## src/rtl/hazard_pkg.sv

```systemverilog
// Shared types for the pipeline hazard controller: FSM states and the stall/flush/bubble bundle.
// Watchdog support (HAZARD_WATCHDOG_EN) is selected in the sequencer and top, not here.
package hazard_pkg;

   localparam int unsigned DefRegAddrW = 5;

   typedef enum logic [1:0] {
      RUN     = 2'd0,
      MC_WAIT = 2'd1,
      MC_DONE = 2'd2
   } hc_state_t;

   typedef struct packed {
      logic stall_if;
      logic stall_id;
      logic stall_ex;
      logic flush_id;
      logic flush_ex;
      logic bubble_mem;
   } hazard_ctrl_t;

endpackage

```

## src/rtl/hazard_mc_sequencer.sv

```systemverilog
// Multi-cycle EX unit start/done handshake FSM.
// With HAZARD_WATCHDOG_EN defined, an MC_WAIT watchdog aborts the op after MC_TIMEOUT cycles.
module hazard_mc_sequencer
   import hazard_pkg::*;
`ifdef HAZARD_WATCHDOG_EN
#(
   parameter int unsigned MC_TIMEOUT = 64
)
`endif
(
   input  logic      clk_i,
   input  logic      rst_ni,
   input  logic      ex_mc_op_i,
   input  logic      ex_branch_taken_i,
   input  logic      mc_done_i,
   output hc_state_t state_o,
`ifdef HAZARD_WATCHDOG_EN
   output logic      mc_timeout_o,
`endif
   output logic      mc_start_o
);

   hc_state_t state_q, state_d;

`ifdef HAZARD_WATCHDOG_EN
   localparam int unsigned WdW = $clog2(MC_TIMEOUT + 1);
   logic [WdW-1:0] wd_q, wd_d;
`endif

   always_comb begin
      state_d    = state_q;
      mc_start_o = 1'b0;
`ifdef HAZARD_WATCHDOG_EN
      wd_d         = wd_q;
      mc_timeout_o = 1'b0;
`endif
      case (state_q)
         RUN: begin
            if (ex_mc_op_i && !ex_branch_taken_i) begin
               state_d    = MC_WAIT;
               mc_start_o = 1'b1;
`ifdef HAZARD_WATCHDOG_EN
               wd_d = '0;
`endif
            end
         end
         MC_WAIT: begin
            // A done pulse on the timeout cycle still takes the normal completion path
            if (mc_done_i) begin
               state_d = MC_DONE;
`ifdef HAZARD_WATCHDOG_EN
            end else if (wd_q == WdW'(MC_TIMEOUT - 1)) begin
               state_d      = RUN;
               mc_timeout_o = 1'b1;
            end else begin
               wd_d = wd_q + WdW'(1);
`endif
            end
         end
         MC_DONE: state_d = RUN;
         default: state_d = RUN;
      endcase
   end

   always_ff @(posedge clk_i or negedge rst_ni) begin
      if (!rst_ni) begin
         state_q <= RUN;
`ifdef HAZARD_WATCHDOG_EN
         wd_q <= '0;
`endif
      end else begin
         state_q <= state_d;
`ifdef HAZARD_WATCHDOG_EN
         wd_q <= wd_d;
`endif
      end
   end

   assign state_o = state_q;

endmodule

```

## src/rtl/hazard_controller.sv

```systemverilog
// Pipeline hazard scheduler: load-use stalls, branch flushes, multi-cycle EX stalls, stall counter.
// Optional MC_WAIT watchdog and mc_timeout_o port are enabled by defining HAZARD_WATCHDOG_EN.
module hazard_controller
   import hazard_pkg::*;
#(
   parameter int unsigned REG_ADDR_W = DefRegAddrW,
   parameter int unsigned PERF_W     = 32
`ifdef HAZARD_WATCHDOG_EN
   ,
   parameter int unsigned MC_TIMEOUT = 64
`endif
) (
   input  logic                  clk_i,
   input  logic                  rst_ni,
   input  logic [REG_ADDR_W-1:0] id_rs1_addr_i,
   input  logic [REG_ADDR_W-1:0] id_rs2_addr_i,
   input  logic                  id_uses_rs1_i,
   input  logic                  id_uses_rs2_i,
   input  logic                  ex_mem_read_i,
   input  logic [REG_ADDR_W-1:0] ex_rd_addr_i,
   input  logic                  ex_branch_taken_i,
   input  logic                  ex_mc_op_i,
   input  logic                  mc_done_i,
   output logic                  mc_start_o,
   output logic                  stall_if_o,
   output logic                  stall_id_o,
   output logic                  stall_ex_o,
   output logic                  flush_id_o,
   output logic                  flush_ex_o,
   output logic                  bubble_mem_o,
   output logic                  mc_busy_o,
`ifdef HAZARD_WATCHDOG_EN
   output logic                  mc_timeout_o,
`endif
   output logic [PERF_W-1:0]     perf_stall_cnt_o
);

   hc_state_t    state;
   logic         seq_start;
   logic         load_use;
   hazard_ctrl_t ctrl;
   logic [PERF_W-1:0] perf_q, perf_d;

`ifdef HAZARD_WATCHDOG_EN
   logic seq_timeout;

   hazard_mc_sequencer #(
      .MC_TIMEOUT (MC_TIMEOUT)
   ) u_seq (
      .clk_i             (clk_i),
      .rst_ni            (rst_ni),
      .ex_mc_op_i        (ex_mc_op_i),
      .ex_branch_taken_i (ex_branch_taken_i),
      .mc_done_i         (mc_done_i),
      .state_o           (state),
      .mc_timeout_o      (seq_timeout),
      .mc_start_o        (seq_start)
   );

   assign mc_timeout_o = seq_timeout & rst_ni;
`else
   hazard_mc_sequencer u_seq (
      .clk_i             (clk_i),
      .rst_ni            (rst_ni),
      .ex_mc_op_i        (ex_mc_op_i),
      .ex_branch_taken_i (ex_branch_taken_i),
      .mc_done_i         (mc_done_i),
      .state_o           (state),
      .mc_start_o        (seq_start)
   );
`endif

   // rd == x0 never creates a real dependency
   assign load_use = ex_mem_read_i && (ex_rd_addr_i != '0) &&
                     ((id_uses_rs1_i && (id_rs1_addr_i == ex_rd_addr_i)) ||
                      (id_uses_rs2_i && (id_rs2_addr_i == ex_rd_addr_i)));

   always_comb begin
      ctrl = '0;
      case (state)
         RUN: begin
            if (ex_branch_taken_i) begin
               ctrl.flush_id = 1'b1;
               ctrl.flush_ex = 1'b1;
            end else if (ex_mc_op_i) begin
               ctrl.stall_if   = 1'b1;
               ctrl.stall_id   = 1'b1;
               ctrl.stall_ex   = 1'b1;
               ctrl.bubble_mem = 1'b1;
            end else if (load_use) begin
               ctrl.stall_if = 1'b1;
               ctrl.stall_id = 1'b1;
               ctrl.flush_ex = 1'b1;
            end
         end
         MC_WAIT: begin
            ctrl.stall_if   = 1'b1;
            ctrl.stall_id   = 1'b1;
            ctrl.stall_ex   = 1'b1;
            ctrl.bubble_mem = 1'b1;
`ifdef HAZARD_WATCHDOG_EN
            // Abandon the hung op: kill it in EX but keep the younger instructions held
            if (seq_timeout) begin
               ctrl.stall_ex = 1'b0;
               ctrl.flush_ex = 1'b1;
            end
`endif
         end
         MC_DONE: begin
            if (load_use) begin
               ctrl.stall_if = 1'b1;
               ctrl.stall_id = 1'b1;
               ctrl.flush_ex = 1'b1;
            end
         end
         default: ctrl = '0;
      endcase
      if (!rst_ni) ctrl = '0;
   end

   assign stall_if_o   = ctrl.stall_if;
   assign stall_id_o   = ctrl.stall_id;
   assign stall_ex_o   = ctrl.stall_ex;
   assign flush_id_o   = ctrl.flush_id;
   assign flush_ex_o   = ctrl.flush_ex;
   assign bubble_mem_o = ctrl.bubble_mem;
   assign mc_start_o   = seq_start & rst_ni;
   assign mc_busy_o    = (state != RUN) & rst_ni;

   always_comb begin
      perf_d = perf_q;
      if (ctrl.stall_if && (perf_q != '1)) perf_d = perf_q + PERF_W'(1);
   end

   always_ff @(posedge clk_i or negedge rst_ni) begin
      if (!rst_ni) perf_q <= '0;
      else         perf_q <= perf_d;
   end

   assign perf_stall_cnt_o = perf_q;

endmodule

```

## config.mk

```make
export PLATFORM = sky130hd
export DESIGN_NAME = hazard_controller
export DESIGN_NICKNAME = d
export VERILOG_FILES = /design/src/rtl/hazard_pkg.sv /design/src/rtl/hazard_mc_sequencer.sv /design/src/rtl/hazard_controller.sv
export SDC_FILE = /design/constraint.sdc
export NUM_CORES = 1
export LEC_CHECK = 0
export ABC_AREA = 1
export BUFFER_PORTS_ARGS = -buffer_cell sky130_fd_sc_hd__clkbuf_2
export CAP_MARGIN = 10
export CORE_MARGIN = 5
export CORE_UTILIZATION = 49
export DETAILED_ROUTE_END_ITERATION = 10
export PLACE_DENSITY = 0.87
export SLEW_MARGIN = 40
export SYNTH_ARGS = -nofsm -noshare
export SYNTH_HDL_FRONTEND = slang
export SYNTH_SLANG_ARGS = --single-unit
```

## constraint.sdc

```tcl
create_clock -name clk_i -period 1.48 [get_ports clk_i]
set_input_delay 0 -clock clk_i [delete_from_list [all_inputs] [get_ports clk_i]]
set_output_delay 0 -clock clk_i [all_outputs]
set_load 0.005 [all_outputs]
```

* After elaboration in Yosys (flattened, before gate mapping)
Index checks and enable logic that the tools add are counted.
** Operators by class
- Add/subtract/negate cells :: 1
- Equal/unequal tests :: 7
- Multiplexer cells :: 20
- Bitwise operators :: 2
- Reduce and logical (&&, ||, !) cells :: 12
** Operators by type and width (number)
- $add 32x1->32 const B :: 1
- $ne 32x32->1 const B :: 1
- $eq 5x5->1 :: 2
- $mux 1 :: 9
- $mux 2 :: 4
- $logic_and 1x1->1 :: 6
- $mux 6 :: 1
- $pmux 1 s2 :: 3
- $pmux 2 s3 :: 1
- $reduce_bool 5->1 :: 1
- $pmux 2 s2 :: 1
- $mux 3 :: 1
- $and 1x1->1 :: 2
- $eq 2x1->1 const B :: 1
- $eq 2x2->1 const B :: 1
- $logic_not 2->1 :: 1
- $ne 2x1->1 const B :: 1
- $ne 2x2->1 const B :: 1
- $reduce_and 2->1 :: 1
- $reduce_bool 2->1 :: 1
- $logic_not 1->1 :: 1
- $logic_or 1x1->1 :: 1
** Word-level totals
- Register bits after elaboration :: 34
- Input bits :: 23
- Output and inout bits :: 40
- Word-level logic and storage cells :: 44

* Longest topological paths before layout
Gate-level depths: netlist of the first run.
- Depth in word-level cells :: 10
- Depth in mapped cells :: 12
- Gate-level depth less buffers :: 11

* By module
Synthesis of the first run repeated with hierarchy kept, for this count alone.
** Unflattened totals
- Cell total of the unflattened synthesis :: 382
- Area, all modules :: 2660.1 µm²
** Modules (own cells, without submodules)
- hazard_controller :: instances 1, cells an instance 369, area each 2565.0 µm², sequential area each 800.8 µm²
- hazard_mc_sequencer :: instances 1, cells an instance 13, area each 95.1 µm², sequential area each 50.0 µm²

* Least setup slack after synthesis of the first run
Ideal clock, no wire load.
- Path kind :: flip-flop to flip-flop
- Start point :: reg perf_q[0], in the netlist perf_stall_cnt_o[0]
- End point :: reg perf_q[19], in the netlist perf_stall_cnt_o[19]
- Setup time :: 0.117 ns
- Arrival :: 1.514 ns
- Required time :: 1.363 ns
- Path slack :: -0.151 ns
- Cell stages (with the launch flop) :: 10
- Path buffers :: 1
- Period minus slack after synthesis :: 1.631 ns
- Path through :: dfrtp_1 > ha_1 > inv_2 > nor2_4 > nand2_2 > nor3_4 > nand4_4 > buf_2 > nand3_1 > nand2_1
** On the way
- Cells in the longest elaborated chain, start to end :: 2
- Elaborated cells between the ends (all ways) :: 3
- Those cells by class :: add/sub: 1; eq/ne: 1; reduce/logical: 1
** Ends and longest elaborated chain
- start: declaration :: line hazard_controller.sv:42 : logic [PERF_W-1:0] perf_q, perf_d;
- start signal: assignment :: line hazard_controller.sv:137 : else perf_q <= perf_d;
- branches (longest 2 deep; another with $add 32x1->32)
Several ways; the timed one is not identified.
A chain may end at the register's enable or synchronous reset.

* Final worst setup path of the first run
- Start point :: reg perf_q[17], in the netlist perf_stall_cnt_o[17]
- End point :: reg perf_q[4], in the netlist perf_stall_cnt_o[4]
** On the way
- Cells in the longest elaborated chain, start to end :: 2
** Ends and longest elaborated chain
- $ne 32x32->1 :: line hazard_controller.sv:132 : if (ctrl.stall_if && (perf_q != '1)) perf_d = perf_q + PERF_W'(1);
- $logic_and 1x1->1 :: line hazard_controller.sv:132
No other way between the ends.

==> results of run 1 <==
worst max-delay path, stage by stage (launching register included):
cell and delay, ns:
dfrtp_1 0.45, nand2_1 0.12, nor2_1 0.15, nor3b_2 0.25, nand4_4 0.18, nand2_4 0.16
buf_12 0.15, nand2_1 0.06, nand2_1 0.07
flip-flops by register name (all words and copies together), names as in the netlist:
| name | flops |
|---|---|
| u_seq.state_o | 2 |
| perf_stall_cnt_o | 32 |
area by class of cell:
cell class / count / area, sq um / share of cell area
sequential: 34 / 855 / 0.232
tap: 70 / 87.6 / 0.0238
timing repair buffer: 127 / 857 / 0.233
clock inverter: 1 / 5.00 / 0.00136
clock buffer: 7 / 86.3 / 0.0235
inverter: 39 / 149 / 0.0405
multi-input combinational: 309 / 1640 / 0.446
worst max path at each step:
| stage | from | slack [ns] | depth (start not counted) | end |
|---|---|---|---|---|
| finish | perf_stall_cnt_o[17] | -0.18 | 8 | perf_stall_cnt_o[4] |
| global route | perf_stall_cnt_o[11] | -0.33 | 7 | perf_stall_cnt_o[22] |
| CTS | perf_stall_cnt_o[1] | -0.16 | 9 | perf_stall_cnt_o[4] |
| detailed placement | perf_stall_cnt_o[1] | -0.22 | 9 | perf_stall_cnt_o[24] |
| global placement | perf_stall_cnt_o[1] | -0.19 | 9 | perf_stall_cnt_o[24] |
| floorplan | perf_stall_cnt_o[0] | -0.13 | 9 | perf_stall_cnt_o[18] |
stage by stage:
stage	setup WS (ns)	total power, uW	utilization	instances
4_1_cts	-0.162	2470	0.689	583
3_3_place_gp	-0.185	1690	0.652	570
2_1_floorplan	-0.128	1380	-	393
5_1_grt	-0.326	2740	0.725	587
6_report	-0.176	2610	0.725	587
3_5_place_dp	-0.218	1720	0.652	570
cells in the final DEF, fill, tap and decap left out, drive strengths merged, types with 2 or more instances in the layout:
master / netlist / layout
clkbuf: 0 / 70
nor3: 17 / 17
dlygate4sd3: 0 / 2
inv: 39 / 39
nand3: 42 / 42
nand2: 163 / 163
nor3b: 2 / 2
xnor2: 9 / 9
nor2: 48 / 48
buf: 11 / 62
o21ai: 3 / 3
nand4: 4 / 4
xor2: 17 / 17
nand3b: 2 / 2
dfrtp: 34 / 34
per-layer routing:
metal | share of wire | up-vias
met1 | 0.40 | 1383
met2 | 0.49 | 135
met4 | 0.025 | 0
met5 | 0 | -
li1 | - | 1466
met3 | 0.085 | 16
kinds of logic (layout without fill, tap and decap cells):
| group | after synthesis | in the layout | synth area share |
|---|---|---|---|
| simple gates | 278 | 278 | 0.474 |
| buf+inv | 50 | 174 | 0.0895 |
| flops | 34 | 34 | 0.334 |
| xor+xnor | 26 | 26 | 0.0895 |
| compound gates | 4 | 4 | 0.00786 |
| fa+ha+maj | 1 | 1 | 0.00492 |
what timing repair did:
item	4_1_cts	5_1_grt
setup buffers	3	3
hold endpoints to repair	36	0
cloned	0	1
endpoints found under the setup margin	34	34
gates resized for setup	14	41
hold buffers	2	0
pin swaps	4	7
power breakdown:
group          internal (uW)  switching [uW]
Combinational            382             440
Clock                    376             350
Sequential               989            70.9
Total                   1750             862
synthesized netlist by cell type (2+ instances only):
library cell / number
xor2_1: 17
nand4_1: 3
buf_6: 3
inv_1: 38
nor3_2: 2
nor3_1: 14
nor2_1: 47
nand2_1: 161
buf_2: 5
buf_4: 3
xnor2_1: 9
nand3_1: 41
nand3b_1: 2
dfrtp_1: 34
o21ai_0: 3
==> results.rst, run 1 <==
.. list-table::
   :header-rows: 1

   * - Metric
     - Value
   * - HPWL after DPL
     - 5.97 mm
   * - EDFF count, synth
     - 0
   * - Largest cells by area after synthesis
     - dfrtp_1 33%, nand2_1 24%, nand3_1 8.1%
   * - Worst skew pair latency
     - a little under 0.3 ns
   * - Final Hold Violating Endpoints
     - 0
   * - Met3 usage in global routing
     - 0.0461
   * - Count of boundary I/O pins
     - 63
   * - Final nets
     - 540
   * - Clock-pin slew of the registers on the worst-case setup and hold paths
     - 0.07 ns
   * - Die Width
     - 82.1 um
   * - Instance count along the most critical hold path
     - 5
   * - Syn Nets
     - 417
   * - Synth unique cells
     - 26
   * - Most frequently used flop master after synthesis
     - dfrtp_1
   * - Global-route wire length before repair
     - 12.8 mm
   * - Count of maximum capacitance violations
     - 0
   * - Total Routing Usage GR
     - 0.247
   * - Longest Clk Path Bufs
     - 2
   * - Die Footprint
     - approximately 6700 sq um
   * - Number of H-tree branching levels
     - 2
   * - Cell area after synthesis
     - ~2500 sq um
   * - Worst Path Arrival
     - 1.88 ns
   * - Critical-path maximum fanout
     - 15
   * - RSZ-0062 raised after global routing
     - yes
   * - Total number of placement rows
     - 26
   * - Reg-to-reg endpoint
     - perf_stall_cnt_o[4]
   * - Hold Path Origin
     - ex_mc_op_i
   * - Detailed-routing iteration count for the pre-antenna-repair pass
     - 5
   * - Hold Crit Class
     - input port to flip-flop
   * - Fillers
     - 401
   * - Highest ir drop seen on vdd
     - 700 uV
   * - Number of global-route vias before repair
     - about 2.8k
   * - Status
     - finished, violations left
   * - Count of final max-slew check failures
     - 0
   * - Avg Inst Size Synth
     - 6.48 sq um
   * - Synth Warn #
     - 0
   * - Sum Neg Setup Slack
     - -4.87 ns
   * - Data required time of the worst path
     - approximately 1.7 ns
   * - Area Growth Syn to Fin
     - 44.5%
   * - Register bit total from synthesis
     - 34
   * - Number of sinks driven by the clock tree
     - 34
   * - Critical register-to-register path startpoint
     - perf_stall_cnt_o[17]
   * - LEAKAGE
     - 0.00208 uW
   * - Most congested layer reported by global routing
     - met2
   * - Largest clock skew in the final design
     - 0.00612 ns
   * - Area share of the largest cell type after synthesis
     - 0.334
   * - Depth of the worst register-to-register path
     - 8
   * - Sequential cell area fraction in the yosys report
     - 0.334
   * - CTS tree
     - built
   * - Met1 GRT Util
     - 0.309
   * - Startpoint Class
     - flip-flop
   * - Number of cells produced by synthesis
     - 393
   * - Final std cell area, no fill
     - 3680 sq um
   * - Setup slack on the worst flop-to-flop path
     - -0.18 ns
   * - Count of unresolved DRC violations after routing
     - 0
   * - Async set-reset flop share out of synthesis
     - 1.00
   * - Final weighted congestion in routability-driven placement
     - 0.925
   * - Initial detailed-routing violation count
     - 181
   * - Total setup violations reported at the end of the flow
     - 34
   * - Congestion Overflow GR
     - 0
   * - Terminating pin of the worst hold path
     - u_seq.state_o[0]
   * - Number of diodes added for antenna fixing
     - 0
   * - Actual transition at the worst max-transition pin
     - 0.451 ns
   * - Relative slew slack
     - 0.700
   * - Standard cell area after detailed placement
     - approximately 3300 sq um
   * - Starting density of the core
     - 0.501
   * - Number of antenna-violating nets in the routed design
     - 0
   * - Routed wire length
     - 8.19 mm
   * - Power per cell area
     - 709 nW/um^2
   * - Kind of capture point of the worst setup path
     - flip-flop
   * - Placeable Area
     - around 5100 sq um
   * - Via count
     - 3,000
   * - Biggest area consumer among synthesized cells
     - dfrtp_1
   * - Pin count of the biggest net entering global routing
     - 35
   * - Met2 track utilization from global routing
     - 0.425
   * - Fin crit period
     - 1.66 ns
   * - Port buffer count
     - slightly above 60
   * - Final routed wire length divided by cell count
     - 13.9 um
   * - Root cell of the clock tree
     - clkbuf_8
   * - Failing checks
     - setup timing
   * - Number of buffers created by CTS
     - 5
   * - Fraction of layout instances using a drive strength above 1
     - 0.356
   * - Tcrit/Tclk final
     - 1.12
   * - Initial antenna violation count
     - 0
   * - Height of the die
     - between 80 and 90 um
   * - Worst path setup slack after routing
     - -0.176 ns
   * - Per-cell via count in the routed design
     - 5.11
   * - Maximum clock frequency
     - 604 MHz
   * - Worst slack on hold paths
     - approximately 0.056 ns
   * - Critical path class
     - flip-flop to flip-flop
Power figures use the tool's default switching activity.
==> inputs of run 2 (changes only) <==
--- a/config.mk
+++ b/config.mk
@@ -9,9 +9,10 @@
 export BUFFER_PORTS_ARGS = -buffer_cell sky130_fd_sc_hd__clkbuf_2
 export CAP_MARGIN = 10
 export CORE_MARGIN = 5
-export CORE_UTILIZATION = 49
+export CORE_UTILIZATION = 50
+export CTS_BUF_LIST = sky130_fd_sc_hd__clkbuf_2 sky130_fd_sc_hd__clkbuf_4 sky130_fd_sc_hd__clkbuf_8
 export DETAILED_ROUTE_END_ITERATION = 10
-export PLACE_DENSITY = 0.87
+export PLACE_DENSITY = 0.89
 export SLEW_MARGIN = 40
 export SYNTH_ARGS = -nofsm -noshare
 export SYNTH_HDL_FRONTEND = slang
==> results.rst, run 2 (synthesis gave the netlist of run 1 again) <==
.. list-table::
   :header-rows: 1

   * - Metric
     - Value
   * - Pin count of the biggest net entering global routing
     - 35 (unchanged)
   * - Count of maximum capacitance violations
     - 0 (unchanged)
   * - Root cell of the clock tree
     - clkbuf_8 (unchanged)
   * - LEAKAGE
     - 0.00205 uW (was 0.00208 uW)
   * - Number of placed cells counting well taps
     - 567 (was 570)
   * - RSZ-0062 raised after global routing
     - yes (unchanged)
   * - Critical-path maximum fanout
     - 16 (was 15)
   * - Fin crit period
     - 1.69 ns (was 1.66 ns)
   * - Detailed-routing iteration count for the pre-antenna-repair pass
     - 6 (was 5)
   * - Worst skew pair latency
     - 0.28 ns (was 0.29 ns)
   * - Port buffer count
     - 62 (unchanged)
   * - Data required time of the worst path
     - 1.71 ns (about the same)
   * - Fraction of layout instances using a drive strength above 1
     - 0.337 (was 0.356)
   * - Failing checks
     - setup timing (unchanged)
   * - Sum Neg Setup Slack
     - -6.10 ns (was -4.87 ns)
   * - Number of global-route vias before repair
     - 2,896 (was 2,790)
   * - Final std cell area, no fill
     - 3640 sq um (was 3680 sq um)
   * - Final routed wire length divided by cell count
     - 14.4 um (was 13.9 um)
   * - Number of sinks driven by the clock tree
     - 34 (unchanged)
   * - Total power after layout
     - 2590 uW (was 2610 uW)
   * - Hold Crit Class
     - input port to flip-flop (unchanged)
   * - HPWL after DPL
     - 5.91 mm (was 5.97 mm)
   * - Longest Clk Path Bufs
     - 2 (unchanged)
   * - Total Routing Usage GR
     - 0.246 (was 0.247)
   * - Number of diodes added for antenna fixing
     - 0 (unchanged)
   * - Category of cells accounting for the largest share of critical-path delay
     - simple AND/OR/NAND/NOR gates (unchanged)
   * - Relative slew slack
     - 0.713 (was 0.700)
   * - Initial detailed-routing violation count
     - 315 (was 181)
   * - Clock-pin slew of the registers on the worst-case setup and hold paths
     - 0.07 ns (about the same)
   * - Worst-path cell with the longest stage delay
     - dfrtp_1 (unchanged)
   * - Routed wire length
     - 8.41 mm (was 8.19 mm)
   * - Highest ir drop seen on vdd
     - 722 uV (was 700 uV)
   * - Critical path class
     - flip-flop to flip-flop (unchanged)
   * - Post-layout instance count excluding filler cells
     - 586 (was 587)
   * - Global-route wire length before repair
     - 12.7 mm (was 12.8 mm)
   * - Commonest cells after routing, fill and taps aside
     - 155 x nand2_1, 60 x clkbuf_2, 57 x buf_4 (was 142 x nand2_1, 62 x clkbuf_2, 58 x buf_4)
   * - Per-cell via count in the routed design
     - 5.36 (was 5.11)
   * - Flip-flop count of the largest register after layout
     - 32 (unchanged)
   * - Tcrit/Tclk final
     - 1.14 (was 1.12)
   * - Final Hold Violating Endpoints
     - 0 (unchanged)
   * - Number of buffers created by CTS
     - 5 (unchanged)
   * - Count of boundary I/O pins
     - 63 (unchanged)
   * - Final nets
     - 539 (was 540)
   * - Count of buffering cells on the critical path with inverters included
     - 1 (unchanged)
   * - Die Footprint
     - 6620 sq um (was 6730 sq um)
   * - Die Width
     - 81.3 um (was 82.1 um)
   * - List of cells traversed by the critical path
     - nand2_1, nor2_1, nand2_2, nor3_4, nand4_4, nand2_4, buf_12, nand2_1, nand2_1 (was nand2_1, nor2_1, nor3b_2, nand4_4, nand2_4, buf_12, nand2_1, nand2_1)
   * - Initial antenna violation count
     - 0 (unchanged)
   * - Delay of the slowest critical-path stage
     - 0.41 ns (was 0.45 ns)
   * - Largest clock skew in the final design
     - 0.00486 ns (was 0.00612 ns)
   * - Count of final max-slew check failures
     - 0 (unchanged)
   * - Kind of capture point of the worst setup path
     - flip-flop (unchanged)
   * - Via count
     - 3,143 (was 3,000)
   * - CTS tree
     - built (unchanged)
   * - Power per cell area
     - 710 nW/um^2 (was 709 nW/um^2)
   * - Starting density of the core
     - 0.508 (was 0.501)
   * - Height of the die
     - 81.3 um (was 82.1 um)
   * - Status
     - finished, violations left (unchanged)
   * - Critical Path Most Common Cell
     - nand2_1 (unchanged)
   * - Total number of placement rows
     - 26 (unchanged)
   * - Count of unresolved DRC violations after routing
     - 0 (unchanged)
   * - Final weighted congestion in routability-driven placement
     - 1.07 (was 0.925)
   * - Worst Path Arrival
     - 1.91 ns (was 1.88 ns)
   * - Startpoint Class
     - flip-flop (unchanged)
   * - Placeable Area
     - 5010 sq um (was 5070 sq um)
   * - Standard cell area after detailed placement
     - 3300 sq um (was 3310 sq um)
   * - Maximum clock frequency
     - 593 MHz (was 604 MHz)
   * - Congestion Overflow GR
     - 0 (unchanged)
   * - Area Growth Syn to Fin
     - 43.2% (was 44.5%)
   * - Number of H-tree branching levels
     - 2 (unchanged)
   * - Worst path setup slack after routing
     - -0.208 ns (was -0.176 ns)
   * - Total setup violations reported at the end of the flow
     - 34 (unchanged)
   * - Actual transition at the worst max-transition pin
     - 0.430 ns (was 0.451 ns)
   * - Number of antenna-violating nets in the routed design
     - 0 (unchanged)
   * - Leading cell type in the layout, fill and taps excluded
     - nand2_1 (unchanged)
## run 2: changes by cell type in the layout (fill, tap and decap cells not counted), moves of 2 or more
cell | before | now
buf_6 | 1 | 3
nor2_1 | 39 | 35
clkbuf_2 | 62 | 60
nor3_2 | 5 | 7
nand2_2 | 17 | 7
nand2_4 | 4 | 1
nor2_2 | 7 | 11
nand2_1 | 142 | 155
inv_1 | 35 | 37
## run 2: layer usage
layer,GRT usage,up-vias,wire length [um]
li1,-,1468,-
met1,0.300,1434,3250
met2,0.417,198,4030
met3,0.0543,43,833
met4,0.0997,0,304
met5,0,-,0
## run 2: worst paths after layout
| path | slack, ns | start | endpoint | cells after the start |
|---|---|---|---|---|
| setup reg to reg | -0.21 | perf_stall_cnt_o[7] | perf_stall_cnt_o[16] | 9 |
| max in group asynchronous | 0.78 | rst_ni | perf_stall_cnt_o[21] | 3 |
| hold reg to reg | 0.54 | perf_stall_cnt_o[15] | perf_stall_cnt_o[15] | 2 |
| setup / recovery | -0.21 | perf_stall_cnt_o[7] | perf_stall_cnt_o[16] | 9 |
| hold / removal | 0.11 | ex_mc_op_i | u_seq.state_o[0] | 5 |
| min in group asynchronous | 0.37 | rst_ni | perf_stall_cnt_o[2] | 3 |
## run 2: where the power goes
part / leakage [uW] / switching (uW) / total (uW) / internal [uW]
Combinational: 0.00153 / 423 / 795 / 372
Clock: 0.0000517 / 349 / 743 / 394
Sequential: 0.000465 / 63.0 / 1050 / 986
Total: 0.00205 / 835 / 2590 / 1750
## run 2: worst reg2reg max path, cell delays in order (launching register included)
cell	delay (ns)
dfrtp_1	0.41
nand2_1	0.12
nor2_1	0.22
nand2_2	0.12
nor3_4	0.16
nand4_4	0.17
nand2_4	0.15
buf_12	0.15
nand2_1	0.06
nand2_1	0.06
## run 2: per-stage QoR
stage                      util  hold WS [ns]  setup WS, ns
after floorplan               -        -0.296        -0.128
final                     0.728         0.109        -0.208
after detailed placement  0.659         0.133        -0.178
after global routing      0.728         0.139        -0.328
after global placement    0.659         0.143       -0.0960
after CTS                 0.698        0.0790        -0.133
## run 2: layout make-up
| cell class | count | area [sq um] |
|---|---|---|
| tap | 70 | 87.6 |
| inverter | 39 | 146 |
| fill | 367 | 1370 |
| sequential | 34 | 853 |
| clock buffer | 7 | 90.1 |
| clock inverter | 1 | 5.00 |
| timing repair buffer | 126 | 857 |
| multi-input combinational | 309 | 1610 |
## run 2: repair_timing
| item | in CTS | in global routing |
|---|---|---|
| hold endpoints to repair | 36 | 0 |
| pin swaps | 5 | 6 |
| buffers inserted | 3 | 6 |
| hold buffers | 2 | 0 |
| endpoints found under the setup margin | 34 | 34 |
| gates resized for setup | 13 | 29 |
==> inputs of run 3 (changes only) <==
--- a/config.mk
+++ b/config.mk
@@ -12,7 +12,7 @@
 export CORE_UTILIZATION = 50
 export CTS_BUF_LIST = sky130_fd_sc_hd__clkbuf_2 sky130_fd_sc_hd__clkbuf_4 sky130_fd_sc_hd__clkbuf_8
 export DETAILED_ROUTE_END_ITERATION = 10
-export PLACE_DENSITY = 0.89
+export PLACE_DENSITY = 0.86
 export SLEW_MARGIN = 40
 export SYNTH_ARGS = -nofsm -noshare
 export SYNTH_HDL_FRONTEND = slang
==> constraint.sdc (replaced) <==
create_clock -name clk_i -period 1.8 [get_ports clk_i]
set_input_delay 0 -clock clk_i [delete_from_list [all_inputs] [get_ports clk_i]]
set_output_delay 0 -clock clk_i [all_outputs]
set_load 0.005 [all_outputs]
==> results.rst, run 3 (synthesis gave the netlist of run 1 again) <==
.. list-table::
   :header-rows: 1

   * - Metric
     - Value
   * - Power per cell area
     - 625 nW/um^2 (was 710 nW/um^2)
   * - Routed wire length
     - 7.99 mm (was 8.41 mm)
   * - Fillers
     - 464 (was 367)
   * - Number of buffers created by CTS
     - 5 (unchanged)
   * - Congestion Overflow GR
     - 0 (unchanged)
   * - Tcrit/Tclk final
     - 1.01 (was 1.14)
   * - Maximum clock frequency
     - 552 MHz (was 593 MHz)
   * - Number of placed cells counting well taps
     - 524 (was 567)
   * - Root cell of the clock tree
     - clkbuf_8 (unchanged)
   * - Fin crit period
     - 1.81 ns (was 1.69 ns)
   * - Relative contribution of combinational cells to total power
     - 0.277 (was 0.307)
   * - Worst path setup slack after routing
     - -0.0122 ns (was -0.208 ns)
   * - Pin count of the biggest net entering global routing
     - 36 (was 35)
   * - Final nets
     - 500 (was 539)
   * - Count of maximum capacitance violations
     - 0 (unchanged)
   * - Final Hold Violating Endpoints
     - 0 (unchanged)
   * - Share of total power in the clock network
     - 0.313 (was 0.287)
   * - Number of antenna-violating nets in the routed design
     - 0 (unchanged)
   * - Flip-flop count of the largest register after layout
     - 32 (unchanged)
   * - Post-layout instance count excluding filler cells
     - 547 (was 586)
   * - Count of final max-slew check failures
     - 0 (unchanged)
   * - Via count
     - 2,925 (was 3,143)
   * - Hold Crit Class
     - input port to flip-flop (unchanged)
   * - Sum Neg Setup Slack
     - -0.0122 ns (was -6.10 ns)
   * - Total setup violations reported at the end of the flow
     - 1 (was 34)
   * - Count of unresolved DRC violations after routing
     - 0 (unchanged)
   * - Register Area
     - 852 sq um (was 853 sq um)
   * - Area Growth Syn to Fin
     - 34.6% (was 43.2%)
   * - Starting density of the core
     - 0.508 (unchanged)
   * - Net switching power figure
     - 673 uW (was 835 uW)
   * - Detailed-routing iteration count for the pre-antenna-repair pass
     - 6 (unchanged)
   * - Leading cell type in the layout, fill and taps excluded
     - nand2_1 (unchanged)
   * - Multi-input gate area in the final layout
     - 1630 sq um (was 1610 sq um)
   * - Fraction of layout instances using a drive strength above 1
     - 0.273 (was 0.337)
   * - Kind of capture point of the worst setup path
     - flip-flop (unchanged)
   * - Clock-pin slew of the registers on the worst-case setup and hold paths
     - 0.07 ns (about the same)
   * - Net switching fraction of the power
     - 0.314 (was 0.323)
   * - Highest ir drop seen on vdd
     - 693 uV (was 722 uV)
   * - Number of diodes added for antenna fixing
     - 0 (unchanged)
   * - Cell-internal power
     - 1470 uW (was 1750 uW)
   * - Worst skew pair latency
     - 0.29 ns (was 0.28 ns)
   * - Port buffer count
     - 62 (unchanged)
   * - Final weighted congestion in routability-driven placement
     - 0.970 (was 1.07)
   * - Height of the die
     - 81.3 um (unchanged)
   * - Per-cell via count in the routed design
     - 5.35 (was 5.36)
   * - Die Footprint
     - 6620 sq um (unchanged)
   * - Final routed wire length divided by cell count
     - 14.6 um (was 14.4 um)
   * - Total number of placement rows
     - 26 (unchanged)
   * - Relative slew slack
     - 0.718 (was 0.713)
   * - Count of boundary I/O pins
     - 63 (unchanged)
   * - Critical path class
     - flip-flop to flip-flop (unchanged)
   * - LEAKAGE
     - 0.00188 uW (was 0.00205 uW)
   * - Placeable Area
     - 5010 sq um (unchanged)
   * - Initial antenna violation count
     - 0 (unchanged)
   * - Die Width
     - 81.3 um (unchanged)
   * - Data required time of the worst path
     - 1.98 ns (was 1.71 ns)
   * - Largest clock skew in the final design
     - 0.00650 ns (was 0.00486 ns)
   * - Total Routing Usage GR
     - 0.239 (was 0.246)
   * - Longest Clk Path Bufs
     - 2 (unchanged)
   * - Initial detailed-routing violation count
     - 254 (was 315)
   * - Global-route wire length before repair
     - 12.5 mm (was 12.7 mm)
   * - Commonest cells after routing, fill and taps aside
     - 156 x nand2_1, 62 x clkbuf_2, 40 x nor2_1 (was 155 x nand2_1, 60 x clkbuf_2, 57 x buf_4)
   * - Startpoint Class
     - flip-flop (unchanged)
   * - RSZ-0062 raised after global routing
     - yes (unchanged)
   * - Sequential Power Share
     - 0.410 (was 0.405)
   * - HPWL after DPL
     - 5.46 mm (was 5.91 mm)
   * - Actual transition at the worst max-transition pin
     - 0.423 ns (was 0.430 ns)
   * - Number of sinks driven by the clock tree
     - 34 (unchanged)
   * - Critical-path maximum fanout
     - 5 (was 16)
   * - Number of H-tree branching levels
     - 2 (unchanged)
   * - Worst Path Arrival
     - 1.99 ns (was 1.91 ns)
   * - CTS tree
     - built (unchanged)
   * - Number of global-route vias before repair
     - 2,796 (was 2,896)
   * - Failing checks
     - setup timing (unchanged)
   * - Status
     - finished, violations left (unchanged)
## run 3: changes by cell type in the layout (fill, tap and decap cells not counted), moves of 4 or more
cell / before / now
nor2_2: 11 / 7
nor2_1: 35 / 40
nand3_1: 40 / 31
nand3_2: 1 / 9
nor3_1: 6 / 13
nor3_2: 7 / 1
buf_4: 57 / 15
## run 3: worst max-delay path: stages (launching register included)
cell and delay (ns):
dfrtp_1 0.46, nand2_1 0.18, nor2_1 0.18, nand2_1 0.10, nor3_2 0.33, nand2_1 0.13, nand2_1 0.10, nand2_1 0.09
nand3_2 0.09, nand2_2 0.05
## run 3: layer usage
metal	GRT usage	part of all wire	vias up
met3	0.0377	0.068	39
met4	0.0828	0.034	0
met1	0.297	0.40	1365
met2	0.418	0.50	132
met5	0	0	-
li1	-	-	1389
## run 3: metrics by stage
step | total power (uW) | hold slack (ns) | area [sq um] | util | worst slack, ns
2_1_floorplan | 1130 | -0.296 | 2540 | - | 0.169
3_3_place_gp | 1290 | 0.118 | 2950 | 0.589 | 0.0819
3_5_place_dp | 1300 | 0.118 | 2950 | 0.589 | -0.0326
4_1_cts | 2020 | 0.0667 | 3200 | 0.639 | 0.00246
5_1_grt | 2250 | 0.108 | 3430 | 0.684 | -0.0750
6_report | 2140 | 0.0518 | 3430 | 0.684 | -0.0122
## run 3: power by group through the flow
stage                     Combinational, uW  Clock (uW)  Sequential [uW]
after floorplan                         248           0              881
after global placement                  412           0              874
after CTS                               481         670              873
final                                   594         670              879
after detailed placement                420           0              877
after global routing                    659         704              883
## run 3: area by class of cell
class,count,area share
Clock buffer,8,0.0321
Inverter,39,0.0435
Multi-Input combinational cell,310,0.476
Sequential cell,34,0.249
Tap cell,70,0.0256
Timing Repair Buffer,86,0.174
## run 3: worst paths after layout
kind                                       from                   end  slack (ns)  cells after the start
min in group asynchronous                rst_ni  perf_stall_cnt_o[27]        0.35                      3
min reg2reg                 perf_stall_cnt_o[2]   perf_stall_cnt_o[2]        0.57                      2
min                                  ex_mc_op_i      u_seq.state_o[0]        0.05                      5
max in group asynchronous                rst_ni   perf_stall_cnt_o[2]        1.12                      3
max reg2reg                perf_stall_cnt_o[11]  perf_stall_cnt_o[28]       -0.01                      9
max                        perf_stall_cnt_o[11]  perf_stall_cnt_o[28]       -0.01                      9
## run 3: repair_timing
item / 4_1_cts / 5_1_grt
hold endpoints to repair: 36 / 0
cloned: 1 / 3
hold buffers: 2 / 0
resized for setup: 10 / 31
setup buffers: 4 / 6
setup endpoints to repair: 31 / 34
pin swaps: 4 / 11
